**src/rtl/miner_regbank.sv**
```systemverilog
// Byte-addressed register bank: 80-byte header, start/stop pulses, 64-bit nonce FIFO with read shadow.
// Reads return one cycle after the strobe; no backpressure (full FIFO drops nonces and flags overflow).
module miner_regbank #(
   parameter int HDR_BYTES  = 80,
   parameter int FIFO_DEPTH = 4
) (
   input  logic                      clk,
   input  logic                      rst,
   input  logic [15:0]               int_address,
   input  logic [7:0]                int_wr_data,
   input  logic                      int_write,
   input  logic                      int_read,
   input  logic                      int_req,
   output logic                      int_gnt,
   output logic [7:0]                int_rd_data,
   output logic [8*HDR_BYTES-1:0]    hdr_out,
   output logic                      core_start,
   output logic                      core_stop,
   input  logic                      core_busy,
   input  logic [63:0]               nonce_in,
   input  logic                      nonce_valid
);

   localparam int          PW         = $clog2(FIFO_DEPTH);
   localparam logic [15:0] A_HDR_END  = 16'(HDR_BYTES);
   localparam logic [15:0] A_CTRL     = 16'h0050;
   localparam logic [15:0] A_STATUS   = 16'h0051;
   localparam logic [15:0] A_POP      = 16'h0058;
   localparam logic [PW:0] C_FULL     = (PW+1)'(FIFO_DEPTH);

   logic                   r_gnt;
   logic [7:0]             r_rd_data;
   logic [8*HDR_BYTES-1:0] r_hdr;
   logic                   r_start;
   logic                   r_stop;
   logic                   r_ovf;
   logic [63:0]            r_shadow;
   logic [63:0]            r_mem [FIFO_DEPTH];
   logic [PW-1:0]          r_wptr;
   logic [PW-1:0]          r_rptr;
   logic [PW:0]            r_count;

   logic                   w_wr;
   logic                   w_rd;
   logic                   w_hdr_we;
   logic                   w_ctrl_we;
   logic                   w_status_we;
   logic                   w_empty;
   logic                   w_full;
   logic                   w_pop;
   logic                   w_pop_ok;
   logic                   w_push_ok;
   logic                   w_ovf_set;
   logic                   w_in_shadow;
   logic [63:0]            w_pop_val;
   logic [7:0]             w_status;
   logic [7:0]             w_rd_byte;

   // Strobes count only under grant; a simultaneous write wins and the read is dropped.
   assign w_wr        = int_write & r_gnt;
   assign w_rd        = int_read & r_gnt & ~int_write;
   assign w_hdr_we    = w_wr & (int_address < A_HDR_END) & ~core_busy;
   assign w_ctrl_we   = w_wr & (int_address == A_CTRL);
   assign w_status_we = w_wr & (int_address == A_STATUS);

   assign w_empty     = (r_count == '0);
   assign w_full      = (r_count == C_FULL);
   assign w_pop       = w_rd & (int_address == A_POP);
   assign w_pop_ok    = w_pop & ~w_empty;
   // A pop in the same cycle frees the slot, so a push into a full FIFO still lands.
   assign w_push_ok   = nonce_valid & (~w_full | w_pop_ok);
   assign w_ovf_set   = nonce_valid & ~w_push_ok;
   assign w_pop_val   = w_empty ? 64'h0 : r_mem[r_rptr];
   assign w_in_shadow = (int_address[15:3] == 13'h000B);
   assign w_status    = {4'h0, r_ovf, w_full, w_empty, core_busy};

   always_comb begin
      w_rd_byte = 8'h00;
      if (int_address < A_HDR_END) begin
         for (int i = 0; i < HDR_BYTES; i++) begin
            if (int_address == 16'(i)) w_rd_byte = r_hdr[8*i +: 8];
         end
      end else if (int_address == A_STATUS) begin
         w_rd_byte = w_status;
      end else if (int_address == A_POP) begin
         w_rd_byte = w_pop_val[7:0];
      end else if (w_in_shadow) begin
         w_rd_byte = r_shadow[{int_address[2:0], 3'b000} +: 8];
      end
   end

   always_ff @(posedge clk) begin
      if (rst) begin
         r_gnt     <= 1'b0;
         r_rd_data <= 8'h00;
         r_start   <= 1'b0;
         r_stop    <= 1'b0;
      end else begin
         r_gnt   <= int_req;
         r_start <= w_ctrl_we & int_wr_data[0] & ~int_wr_data[1];
         r_stop  <= w_ctrl_we & int_wr_data[1];
         if (w_rd) r_rd_data <= w_rd_byte;
      end
   end

   always_ff @(posedge clk) begin
      if (rst) begin
         r_hdr <= '0;
      end else if (w_hdr_we) begin
         for (int i = 0; i < HDR_BYTES; i++) begin
            if (int_address == 16'(i)) r_hdr[8*i +: 8] <= int_wr_data;
         end
      end
   end

   always_ff @(posedge clk) begin
      if (w_push_ok) r_mem[r_wptr] <= nonce_in;
   end

   always_ff @(posedge clk) begin
      if (rst) begin
         r_wptr   <= '0;
         r_rptr   <= '0;
         r_count  <= '0;
         r_ovf    <= 1'b0;
         r_shadow <= 64'h0;
      end else begin
         if (w_push_ok) r_wptr <= r_wptr + PW'(1);
         if (w_pop_ok)  r_rptr <= r_rptr + PW'(1);
         case ({w_push_ok, w_pop_ok})
            2'b10:   r_count <= r_count + (PW+1)'(1);
            2'b01:   r_count <= r_count - (PW+1)'(1);
            default: r_count <= r_count;
         endcase
         if (w_pop) r_shadow <= w_pop_val;
         // Set beats clear when both happen together.
         if (w_ovf_set)        r_ovf <= 1'b1;
         else if (w_status_we) r_ovf <= 1'b0;
      end
   end

   assign int_gnt     = r_gnt;
   assign int_rd_data = r_rd_data;
   assign hdr_out     = r_hdr;
   assign core_start  = r_start;
   assign core_stop   = r_stop;

endmodule
```
**config.mk**
```make
export PLATFORM = sky130hd
export DESIGN_NAME = miner_regbank
export DESIGN_NICKNAME = d
export VERILOG_FILES = /design/src/rtl/miner_regbank.sv
export SDC_FILE = /design/constraint.sdc
export NUM_CORES = 2
export LEC_CHECK = 0
export ABC_AREA = 1
export BUFFER_PORTS_ARGS = -buffer_cell sky130_fd_sc_hd__clkbuf_2
export CAP_MARGIN = 10
export CORE_MARGIN = 8
export CORE_UTILIZATION = 50
export CTS_BUF_LIST = sky130_fd_sc_hd__clkbuf_8 sky130_fd_sc_hd__clkbuf_16
export DETAILED_ROUTE_END_ITERATION = 8
export GPL_TIMING_DRIVEN = 0
export PLACE_DENSITY = 0.75
export SYNTH_ARGS = -nofsm -noshare
export SYNTH_HDL_FRONTEND = slang
export SYNTH_SLANG_ARGS = --single-unit
```
**constraint.sdc**
```tcl
create_clock -name clk -period 19.9 [get_ports clk]
set_input_delay 3.98 -clock clk [delete_from_list [all_inputs] [get_ports clk]]
set_output_delay 3.98 -clock clk [all_outputs]
set_load 0.05 [all_outputs]
```
* Word-level counts from Yosys, hierarchy flattened
Memories as Yosys holds them, arrays and structs flattened. A register that Yosys moved wholly into a read port is not among the register bits. Cells that the tools add are included. W data, S select, Z words.
Word-level totals: memory bits (writable) 256, input bits 95, output and inout bits 651, flip-flop bits (word level) 723, memories 1
Operators by class: $lt $le $gt $ge 1, reduce and logical (&&, ||, !) cells 84, eq/ne operators 86, bitwise logic cells 21, multiplexer cells 92, shift-type cells 1, add/sub/neg operators 4
Memories:
- r_mem | words 4, bits a word 64, rd ports 1, clocked after memory_dff 1, wr ports 1, line 38 | logic [63:0] r_mem [FIFO_DEPTH];
Operators with widths (count):
- $mux W8 | 84
- $eq A16 B6 Y1 const B | 32
- $eq A16 B7 Y1 const B | 19
- $eq A16 B5 Y1 const B | 16
- $reduce_and A2 Y1 | 80
- $eq A16 B4 Y1 const B | 8
- $eq A16 B3 Y1 const B | 4
- $mux W64 | 1
- $shiftx A64 B7 Y8 | 1
- $eq A16 B2 Y1 const B | 2
- $eq A16 B1 Y1 const B | 1
- $logic_not A16 Y1 | 1
- $lt A16 B7 Y1 const B | 1
- $and A1 B1 Y1 | 14
- $eq A13 B4 Y1 const B | 1
- $not A1 Y1 | 6
- $pmux W3 S2 | 1
- $add A2 B1 Y2 const B | 2
- $mux W1 | 4
- $mux W2 | 2
- $reduce_bool A2 Y1 | 2
- $add A3 B1 Y3 const B | 1
- $eq A3 B3 Y1 const B | 1
- $logic_not A3 Y1 | 1
- 4 further kinds | 4

* Longest topological paths before layout
depth after elaboration 82, mapped depth 48, depth with buffers taken out 48

* Worst setup path after synthesis
OpenSTA, ideal clock, no wires.
path type input to register, from input port int_address[13], to memory r_mem[0][0] (enable), buffers on the path 9, data arrival time 9.510 ns, library setup time 0.487 ns, required time 19.413 ns, cell stages on the path 16, slack 9.903 ns, cells stage by stage nor2_1 nand2_1 nor2_1 inv_1 buf_2 buf_2 buf_1 clkbuf_1 clkbuf_1 clkbuf_1 clkbuf_1 clkbuf_1 clkbuf_1 nor4_1 o21ai_1 nor2_1
On the way: word-level cells in the longest chain between the ends 7
RTL lines:
- start: declaration | line 9 | input logic [15:0] int_address,
- $eq A16 B7 Y1 | line 68 | assign w_pop = w_rd & (int_address == A_POP);
- $and A1 B1 Y1 | line 68
- $and A1 B1 Y1 | line 69 | assign w_pop_ok = w_pop & ~w_empty;
- $or A1 B1 Y1 | line 71 | assign w_push_ok = nonce_valid & (~w_full | w_pop_ok);
- $and A1 B1 Y1 | line 71
- $mux W1 | line 117 | if (w_push_ok) r_mem[r_wptr] <= nonce_in;
- $mux W1 (not written as such) | line 117
- end: declaration | line 38
Every way passes these cells.

* Worst setup path in the final report
from input port int_address[0], to register r_rd_data[2], in the netlist int_rd_data[2]
On the way: word-level cells in the longest chain between the ends 82, elaborated cells on any way between the ends 168, classes of those cells 1 x order compare; 81 x eq/ne; 1 x shift; 84 x mux; 1 x reduce/logical
RTL lines:
- $logic_not A16 Y1 | line 81 | if (int_address == 16'(i)) w_rd_byte = r_hdr[8*i +: 8];
- $mux W8 (80 in series) | line 81
- $mux W8 (*) | line 79 | if (int_address < A_HDR_END) begin
- end signal: assignment | line 102 | if (w_rd) r_rd_data <= w_rd_byte;
- end: declaration | line 32 | logic [7:0] r_rd_data;
Every way passes the cells marked *; elsewhere a longest branch is shown, timed or not. A chain may end at the register's enable or synchronous reset.

==> out/results.txt <==
number of inserted filler cells in the final layout: 7000
width of the die: 299 um
detailed-placement wirelength estimate: 142 mm
input/output buffers: 744
placeable core region: 79000 sq um
Crit Path Max Fanout: 10
synthesis-stage register bit count: 981
worst path required time: 20.47 ns
wire length of the first global-routing pass: 262 mm
maximum number of pins on one net before global-route repair: 29
Syn-to-layout area delta: 21.9%
Clock transition at path regs: 0.07 ns
Rows: 103
critical path class: input pin to register
DRT Pass-1 Iters: 6
maximum root-to-sink buffer count: 3
Avg Inst Size Synth: 8.49 sq um
Leak Pwr: 0.0180 uW
most used standard cell by instance count after synthesis: nor2_1
global-route total usage across every layer: 0.393
maximum frequency from static timing analysis: 90.6 MHz
most used flip-flop cell after synthesis: dfxtp_1
Startpoint Class: input pin
Tcrit/Tclk final: 0.555
global route overflow: 0
clock latency at the later pin of the worst-skew pair: 0.68 ns
largest clock skew in the final design: 0.0510 ns
die area: 89100 sq um
count of instances resized after the clock tree is built: 0
Post-Syn Instances: 4702
top cells by count, synth: nor2_1, dfxtp_1, nand2_1
result of the run: finished, final reports clean
total power density per cell area: 86.0 nW/um^2
layout cells sized above 1: 0.171
final number of setup-violating endpoints: 0
Cell Count, Final, Fillers Out: 6717
count of flip-flops with a built-in enable after synthesis: 256
Initial DRC Count: 4791
buffers inserted during post-CTS setup optimization: 0
nets: 5674
max-slew headroom at the worst pin: 0.117
number of unique standard cell types used by synthesis: 34
Hold Buf Count CTS: 0
Worst-Margin Slew: 1.31 ns
count of final hold-check violations: 0
number of nets produced by synthesis: 4803
# H-tree levels: 3
Crit path largest cell delay: 0.42 ns
critical path endpoint category: register
master of the slowest instance on the critical path: inv_2
total wire length after detailed routing: 185 mm
post-synthesis instance area: 39900 sq um
crit path time final: 11.04 ns
count of yosys warnings during synthesis: 0
setup_tns: 0 ns
RSZ-0062 raised after global routing: no
min-delay worst type: register to register
tightest hold margin: 0.467 ns
root buffer cell: clkbuf_16
fraction of the yosys area taken by sequential cells: 0.556
number of buffers created by CTS: 101
per-cell routed wire length: 27.6 um
area share of the largest cell type after synthesis: 0.364
area leader, netlist: dfxtp_1
CTS Sinks: 981
cells taking the most area after synthesis: dfxtp_1, edfxtp_1, a211oi_1
worst path arrival time: 11.61 ns
placer congestion estimate: 1.03
clock tree from TritonCTS: yes
Final ANT Viol Nets: 0
number of global-route vias before repair: 37500
Initial Util: 0.505
share of async-settable or async-resettable flops after synthesis: 0
io pins: 746
vias: 40400
peak supply drop: 0.0000901 V
total count of max-transition violations in the final report: 0
number of antenna violations at the first check in global routing: 17
total instance count after detailed placement: 6507
mean number of vias per cell: 6.02
remaining design rule violation count: 0
max-cap violation count: 0
die height: 299 um
-- critical path, delay by kind of cell --
family / cells / cell delay [ns]
compound gates: 2 / 0.46
buf+inv: 2 / 0.53
simple gates: 41 / 6.62
-- registers in the layout (all words and copies together) (netlist names), named ones only --
| signal | cells |
|---|---|
| core_start | 1 |
| core_stop | 1 |
| hdr_out | 640 |
| int_gnt | 1 |
| int_rd_data | 8 |
| r_count | 3 |
| r_mem | 256 |
| r_ovf | 1 |
| r_rptr | 2 |
| r_shadow | 64 |
| r_wptr | 2 |
-- final timing paths --
kind,from,to,slack (ns),cells past startpoint
max,int_address[0],int_rd_data[2]$_SDFFE_PP0P_,8.86,45
max reg2reg,hdr_out[10]$_SDFFE_PP0P_,int_rd_data[2]$_SDFFE_PP0P_,12.87,42
min,r_shadow[2]$_SDFFE_PP0P_,r_shadow[2]$_SDFFE_PP0P_,0.47,2
min reg2reg,r_shadow[2]$_SDFFE_PP0P_,r_shadow[2]$_SDFFE_PP0P_,0.47,2
-- cell families (layout without fill, tap and decap cells) --
kind of cell    count (synthesis)  after routing  synth area share
buf+inv                       584           1538            0.0552
fa+ha+maj                       6              6           0.00207
other cells                     0             11                 0
simple gates                 2019           2019             0.211
flops                         981            981             0.556
compound gates               1112           1112             0.175
-- where the power goes --
group | total [uW] | internal, uW | leakage [uW] | switching [uW]
sequential | 2080 | 2070 | 0.00819 | 5.89
clock | 1940 | 1100 | 0.00174 | 845
combinational | 163 | 29.0 | 0.00806 | 134
total | 4180 | 3200 | 0.0180 | 985
-- cells in the final DEF, fill, tap and decap left out, types with 4 or more instances in the layout --
cell and instances:
clkinv_2 20, and2_1 18, nand3_1 48, o21ai_0 276, clkbuf_16 101, inv_2 15
bufinv_16 9, dfxtp_1 725, nor2_1 995, clkbuf_8 13, nor3_1 93, buf_12 8
a211oi_1 524, inv_1 257, clkbuf_1 299, clkinv_1 10, edfxtp_1 256, clkbuf_2 751
o22ai_1 85, a21oi_1 220, diode_2 11, nand4_1 163, buf_1 22, nor4_1 61
nor2_4 4, ha_1 5, buf_2 11, nand2_1 624, nand2_2 4, inv_4 4
-- cell type report --
cell class	count	area, sq um	share of cell area
Clock inverter	72	688	0.0141
Timing Repair Buffer	768	3980	0.0818
Clock buffer	114	2710	0.0556
Inverter	258	968	0.0199
Antenna cell	11	27.5	0.000566
Buffer	326	1240	0.0254
Multi-Input combinational cell	3137	15500	0.319
Sequential cell	981	22200	0.456
Tap cell	1050	1310	0.0270
-- layer usage --
metal,routed length (um),GRT usage,vias to the layer above,part of all wire
met3,22600,0.126,573,0.12
met1,67400,0.471,19000,0.36
met2,83200,0.625,2658,0.45
met5,80,0,-,0.00043
met4,12200,0.215,12,0.066
li1,-,-,18200,-
-- per-stage QoR --
step                      worst slack [ns]  power (uW)  instance area, sq um  utilization
final                                 8.86        4180                 48600        0.616
after global routing                  8.70        4270                 48600        0.616
after floorplan                       9.90        2200                 39900            -
after detailed placement              8.39        2280                 45200        0.572
after CTS                             9.10        4170                 48600        0.615
after global placement                5.59        2270                 44900        0.569
Power figures use the tool's default switching activity.
